==> src/rtl/float_adder_seq.sv <==
// Multi-cycle floating-point add/subtract: order operands, align one bit per cycle,
// add, normalize one bit per cycle, then truncate and pack with status flags.
module float_adder_seq #(
  parameter int FLOAT_SIZE    = 32,
  parameter int EXPONENT_SIZE = 8,
  parameter int MANTISSA_SIZE = 23,
  parameter int BIAS          = 127,
  parameter int GUARD_BITS    = 3
) (
  input  logic                  clk,
  input  logic                  rst_n,
  input  logic                  in_valid,
  output logic                  in_ready,
  input  logic [FLOAT_SIZE-1:0] a,
  input  logic [FLOAT_SIZE-1:0] b,
  input  logic                  op,
  output logic                  out_valid,
  input  logic                  out_ready,
  output logic [FLOAT_SIZE-1:0] out,
  output logic                  overflow,
  output logic                  underflow,
  output logic                  inexact,
  output logic                  zero
);
  localparam int MW   = MANTISSA_SIZE + GUARD_BITS + 2;
  localparam int EW   = EXPONENT_SIZE + 2;
  localparam int DMAX = MANTISSA_SIZE + GUARD_BITS + 1;
  localparam int EMAX = (1 << EXPONENT_SIZE) - 1;
  localparam logic signed [EW-1:0] BIAS_E = EW'(BIAS);
  localparam logic signed [EW-1:0] DMAX_E = EW'(DMAX);
  localparam logic signed [EW-1:0] EMAX_E = EW'(EMAX);
  localparam logic signed [EW-1:0] ONE_E  = EW'(1);
  localparam logic signed [EW-1:0] ZERO_E = '0;

  localparam logic [2:0] S_IDLE  = 3'd0;
  localparam logic [2:0] S_SWAP  = 3'd1;
  localparam logic [2:0] S_ALIGN = 3'd2;
  localparam logic [2:0] S_ADD   = 3'd3;
  localparam logic [2:0] S_NORM  = 3'd4;
  localparam logic [2:0] S_DONE  = 3'd5;

  // Returns {out, overflow, underflow, inexact, zero}; be is the biased exponent.
  function automatic logic [FLOAT_SIZE+3:0] sat_pack(input logic s,
                                                     input logic signed [EW-1:0] be,
                                                     input logic [MANTISSA_SIZE-1:0] man,
                                                     input logic inx);
    if (be >= EMAX_E)
      sat_pack = {s, {EXPONENT_SIZE{1'b1}}, {MANTISSA_SIZE{1'b0}}, 4'b1010};
    else if (be <= ZERO_E)
      sat_pack = {s, {(FLOAT_SIZE-1){1'b0}}, 4'b0111};
    else
      sat_pack = {s, be[EXPONENT_SIZE-1:0], man, 2'b00, inx, 1'b0};
  endfunction

  logic [2:0]             r_state;
  logic                   r_vld;
  logic [FLOAT_SIZE-1:0]  r_out;
  logic                   r_ovf, r_unf, r_inx, r_zero;
  logic                   r_sx, r_sy, r_sticky;
  logic signed [EW-1:0]   r_ex, r_ey, r_d;
  logic [MW-1:0]          r_mx, r_my;

  // Operand unpack: a zero exponent field forces an exact zero significand.
  logic [EXPONENT_SIZE-1:0] w_ea_f, w_eb_f;
  logic                     w_a_nz, w_b_nz;
  logic signed [EW-1:0]     w_a_exp, w_b_exp;
  logic [MW-1:0]            w_a_man, w_b_man;
  assign w_ea_f  = a[FLOAT_SIZE-2 -: EXPONENT_SIZE];
  assign w_eb_f  = b[FLOAT_SIZE-2 -: EXPONENT_SIZE];
  assign w_a_nz  = |w_ea_f;
  assign w_b_nz  = |w_eb_f;
  assign w_a_exp = $signed({2'b00, w_ea_f}) - BIAS_E;
  assign w_b_exp = $signed({2'b00, w_eb_f}) - BIAS_E;
  assign w_a_man = {1'b0, w_a_nz, a[MANTISSA_SIZE-1:0] & {MANTISSA_SIZE{w_a_nz}}, {GUARD_BITS{1'b0}}};
  assign w_b_man = {1'b0, w_b_nz, b[MANTISSA_SIZE-1:0] & {MANTISSA_SIZE{w_b_nz}}, {GUARD_BITS{1'b0}}};

  logic                 w_x_ge, w_big_s, w_small_s, w_collapse;
  logic signed [EW-1:0] w_big_e, w_d;
  logic [MW-1:0]        w_big_m, w_small_m;
  assign w_x_ge     = (r_ex > r_ey) || ((r_ex == r_ey) && (r_mx >= r_my));
  assign w_big_s    = w_x_ge ? r_sx : r_sy;
  assign w_small_s  = w_x_ge ? r_sy : r_sx;
  assign w_big_e    = w_x_ge ? r_ex : r_ey;
  assign w_big_m    = w_x_ge ? r_mx : r_my;
  assign w_small_m  = w_x_ge ? r_my : r_mx;
  assign w_d        = w_x_ge ? (r_ex - r_ey) : (r_ey - r_ex);
  assign w_collapse = (w_d > DMAX_E);

  // Normalize/pack view: a carry is folded in by a one-bit right shift.
  logic                    w_carry, w_hidden, w_pinx;
  logic [MW-3:0]           w_pfrac;
  logic signed [EW-1:0]    w_pexp;
  logic [FLOAT_SIZE+3:0]   w_pack;
  assign w_carry  = r_mx[MW-1];
  assign w_hidden = r_mx[MW-2];
  assign w_pfrac  = w_carry ? r_mx[MW-2:1] : r_mx[MW-3:0];
  assign w_pexp   = (w_carry ? (r_ex + ONE_E) : r_ex) + BIAS_E;
  assign w_pinx   = r_sticky | (w_carry & r_mx[0]) | (|w_pfrac[GUARD_BITS-1:0]);
  assign w_pack   = sat_pack(r_sx, w_pexp, w_pfrac[MW-3:GUARD_BITS], w_pinx);

  always_ff @(posedge clk or negedge rst_n) begin
    if (!rst_n) begin
      r_state <= S_IDLE;
      r_vld   <= 1'b0;
      r_out   <= '0;
      r_ovf   <= 1'b0;
      r_unf   <= 1'b0;
      r_inx   <= 1'b0;
      r_zero  <= 1'b0;
    end else begin
      case (r_state)
        S_IDLE:  if (in_valid) r_state <= S_SWAP;
        S_SWAP:  r_state <= (w_collapse || (w_d == ZERO_E)) ? S_ADD : S_ALIGN;
        S_ALIGN: if (r_d == ONE_E) r_state <= S_ADD;
        S_ADD:   r_state <= S_NORM;
        S_NORM: begin
          if (r_mx == '0) begin
            {r_out, r_ovf, r_unf, r_inx, r_zero} <= {{FLOAT_SIZE{1'b0}}, 2'b00, r_sticky, 1'b1};
            r_vld   <= 1'b1;
            r_state <= S_DONE;
          end else if (w_carry || w_hidden) begin
            {r_out, r_ovf, r_unf, r_inx, r_zero} <= w_pack;
            r_vld   <= 1'b1;
            r_state <= S_DONE;
          end
        end
        S_DONE: begin
          if (out_ready) begin
            r_vld   <= 1'b0;
            r_state <= S_IDLE;
          end
        end
        default: r_state <= S_IDLE;
      endcase
    end
  end

  always_ff @(posedge clk) begin
    case (r_state)
      S_IDLE: begin
        r_sx <= a[FLOAT_SIZE-1];
        r_ex <= w_a_exp;
        r_mx <= w_a_man;
        r_sy <= b[FLOAT_SIZE-1] ^ op;
        r_ey <= w_b_exp;
        r_my <= w_b_man;
      end
      S_SWAP: begin
        r_sx <= w_big_s;
        r_sy <= w_small_s;
        r_ex <= w_big_e;
        r_mx <= w_big_m;
        if (w_collapse) begin
          r_my     <= '0;
          r_sticky <= |w_small_m;
          r_d      <= '0;
        end else begin
          r_my     <= w_small_m;
          r_sticky <= 1'b0;
          r_d      <= w_d;
        end
      end
      S_ALIGN: begin
        r_my     <= r_my >> 1;
        r_sticky <= r_sticky | r_my[0];
        r_d      <= r_d - ONE_E;
      end
      // Sticky acts as a borrow below the guard bits when magnitudes subtract.
      S_ADD: r_mx <= (r_sx == r_sy) ? (r_mx + r_my) : (r_mx - r_my - {{(MW-1){1'b0}}, r_sticky});
      S_NORM: begin
        if ((r_mx != '0) && !w_carry && !w_hidden) begin
          r_mx <= r_mx << 1;
          r_ex <= r_ex - ONE_E;
        end
      end
      default: ;
    endcase
  end

  assign in_ready  = (r_state == S_IDLE);
  assign out_valid = r_vld;
  assign out       = r_out;
  assign overflow  = r_ovf;
  assign underflow = r_unf;
  assign inexact   = r_inx;
  assign zero      = r_zero;
endmodule

==> config.mk <==
export PLATFORM = sky130hd
export DESIGN_NAME = float_adder_seq
export DESIGN_NICKNAME = d
export VERILOG_FILES = /design/src/rtl/float_adder_seq.sv
export SDC_FILE = /design/constraint.sdc
export NUM_CORES = 1
export LEC_CHECK = 0
export ABC_AREA = 1
export BUFFER_PORTS_ARGS = -buffer_cell sky130_fd_sc_hd__buf_2
export CORE_MARGIN = 2
export CORE_UTILIZATION = 43
export DETAILED_ROUTE_END_ITERATION = 10
export PLACE_DENSITY_LB_ADDON = 0.3
export SLEW_MARGIN = 20
export SYNTH_ARGS = -nofsm -noshare
export SYNTH_HDL_FRONTEND = slang
export SYNTH_SLANG_ARGS = --single-unit
==> constraint.sdc <==
create_clock -name clk -period 10.2 [get_ports clk]
set_clock_uncertainty 0.15 [all_clocks]
set_input_delay 0.51 -clock clk [delete_from_list [all_inputs] [get_ports clk]]
set_output_delay 0.51 -clock clk [all_outputs]
set_load 0.05 [all_outputs]
==> key figures <==
Finish
  • Layout cell share with drive strength beyond 1: 11.91%
  • Layout fillers: 3037
  • Finished Cell Area: 14620 sq um
  • Fin nets: 2137
  • Area Growth Syn to Fin: 11.63%
  • ANT cells: 0

Placement
  • DP Wirelength: 35110 um
  • Place WS: 5.873 ns
  • Port Buf Inserts: 106
  • GPL Wtd Cong: 0.9811
  • Placed inst area: 13990 sq um

CTS
  • Clock buffer depth: 2
  • H-tree depth: 4
  • Clock Pin Slew Worst Setup and Hold Paths: 0.06 ns
  • CTS tree: done
  • CTS Buf Count: 17
  • CTS root buffer: clkbuf_16
  • Clock sinks: 128
  • Post-CTS Repair Setup Buffers: 0
  • Worst-skew pair later-pin latency: 0.44 ns
  • CTS Hold Bufs: 0
  • Post-cts resize count: 0

Synth
  • Synth unique cells: 58
  • Yosys reg bits: 128
  • Async set-reset flop share out of synthesis: 31.25%
  • Syn Area/Cell: 7.120 sq um
  • Mapped Cells: 1840
  • Register area share after synthesis: 27.81%
  • Cell area after synthesis: 13100 sq um
  • EDFF count, synth: 88
  • Synth warn: 0
  • Syn_nets: 2051
  • Top FF cell, synth: edfxtp_1

Detailed routing
  • First-iteration detailed-routing DRC count: 1282
  • Drt via density: 5.676
  • Routed wire length: 45390 um
  • DRC Markers: 0
  • Wire per inst: 19.49 um
  • Routed via count: 13220
  • DRT Pass-1 Iters: 6
  • Final ANT Viol Nets: 0

Die
  • Core Rows: 63
  • Die width: 178.5 um
  • IO Count: 107
  • Die height: 178.5 um
  • Core footprint: 29800 sq um
  • Initial Util: 43.97%
  • Die ar.: 31880 sq um

Setup path
  • Crit-path max cell delay: 0.56 ns
  • Worst-path fanout max: 68
  • WP buf/inv: 2
  • CP top delay family: simple AND/OR/NAND/NOR gates
  • Critical path launch point type: flip-flop
  • CP Cell Sequence: buf_4 -> ha_1 -> nand2_1 -> nor3_2 -> nand2_1 -> nor3_2 -> nand2_1 -> nand2_2 -> nand2_4 -> nand2_4 -> o21ai_0 -> nor2_1 -> nand2_1 -> nand2_1 -> nand2_2 -> nand2_2 -> inv_8 -> nand2_2 -> o21ai_2
  • Cell mode on critical path: nand2_1
  • Crit path max-delay cell type: nand2_2
  • Critical Path End Type: flip-flop
  • CP Data Arrival Time: 4.46 ns
  • CP Class: reg -> reg
  • WP data required: 10.21 ns

Timing
  • # setup viols final: 0
  • Setup tns final: 0 ns
  • Pins over their slew limit: 0
  • Tightest Pin Transition: 1.048 ns
  • Fmax: 0.2250 GHz
  • Final Hold Vio Count: 0
  • Final Critical Period: 4.445 ns
  • Worst rel slew slack: 29.97%
  • RSZ-0062 raised after global routing: no
  • Final worst setup slack: 5.755 ns
  • Final period utilization: 43.58%

GRT
  • GRT overflow: 0
  • GR Util All Layers: 28.71%
  • First-pass GRT wire length: 69880 um
  • Number of global-route vias before repair: 12560
  • Initial antenna violation count: 0
  • Pin count of the biggest net entering global routing: 69

Outcome
  • Outcome: finished clean

Flow run
  • Max-cap violations: 0

Min path
  • Hold Crit Class: in -> async
worst reg2reg max path, delay by kind of cell (launching register included):
| family | cells | cell delay, ns |
|---|---|---|
| AOI/OAI and AO/OA | 2 | 0.37 |
| adders and majority gates | 1 | 0.36 |
| and+or+nand+nor | 14 | 2.33 |
| DFF | 1 | 0.32 |
| buffers and inverters | 2 | 0.63 |
final cells by class:
class	count	area (sq um)	share of cell area (%)
multi-input cells	1375	8160	55.80
flip-flops and latches	128	3643	24.91
inverters	286	1081	7.392
repair buffers	118	620.6	4.244
well taps	390	488.0	3.337
clock buffers	17	425.4	2.909
clock inverters	15	205.2	1.403
cell families (layout without fill, tap and decap cells):
family | Yosys count | in the layout | synth area share, %
adders and majority gates | 142 | 142 | 13.85
xor gates and xnor gates | 52 | 52 | 3.649
AOI/OAI and AO/OA | 365 | 365 | 17.45
and+or+nand+nor | 816 | 816 | 27.04
buffers and inverters | 337 | 436 | 10.20
DFF | 128 | 128 | 27.81
cells in the mapped netlist (10+ instances only):
master	n	area [sq um]
nand2_1	452	1697
inv_1	277	1040
ha_1	137	1714
nor2_1	136	510.5
nand3_1	115	575.6
a21oi_1	113	565.5
o21ai_0	109	545.5
edfxtp_1	88	2643
dfrtp_1	40	1001
xor2_1	38	332.8
o2111ai_1	35	306.5
clkbuf_1	32	120.1
nor3_1	29	145.1
nand4_1	22	137.6
nand2_2	16	100.1
o211ai_2	15	187.7
a21o_1	12	90.09
a31oi_1	11	68.82
o211ai_1	11	82.58
xnor2_1	11	96.34
nor4_1	10	62.56
o22ai_1	10	62.56
sequential cells by signal (all words and copies together) (netlist names):
register,flops
r_my,28
r_state,3
inexact,1
r_ex,10
underflow,1
out_valid,1
r_ey,9
r_sx,1
zero,1
r_mx,28
out,32
r_sy,1
overflow,1
r_sticky,1
r_d,10
placed cells by master (no fill, tap or decap), drive strengths merged, types with 12 or more instances in the layout:
cell     count
o2111ai     35
nand3      124
nand2      470
buf        118
a21o        12
edfxtp      88
nor3        35
clkbuf      17
a21oi      114
o21ai      116
xor2        41
nand4       23
ha         137
inv        291
nor2       139
o211ai      26
dfrtp       40
through the flow:
stage	cells	utilization (%)	hold WS, ns
6_report	2329	49.08	0.09182
5_1_grt	2329	49.08	0.1515
4_1_cts	2329	49.07	0.1039
3_5_place_dp	2297	46.96	0.3135
3_3_place_gp	2297	46.96	0.3128
2_1_floorplan	1840	-	0.06441
layer usage:
metal | track usage [%] | vias up | share of wire, %
li1 | - | 6328 | -
met1 | 39.98 | 6167 | 45
met2 | 44.14 | 650 | 43
met3 | 5.499 | 75 | 9.1
met4 | 10.43 | 0 | 3.0
met5 | 0 | - | 0
path summary, 6_finish.rpt:
| kind | startpoint | end | slack (ns) | cells past startpoint |
|---|---|---|---|---|
| max in group asynchronous | rst_n | out[10] | 9.18 | 1 |
| hold reg to reg | out[15] | out[15] | 0.33 | 2 |
| setup reg to reg | r_mx[27] | r_my[1] | 5.75 | 19 |
| hold / removal | rst_n | out[24] | 0.09 | 1 |
| setup / recovery | r_mx[27] | r_my[1] | 5.75 | 19 |
| min in group clk | a[22] | r_mx[25] | 0.20 | 3 |
Power is left out: the tool's default activity adds up to more than one toggle a clock period on the data nets, which glitch-free logic cannot reach.
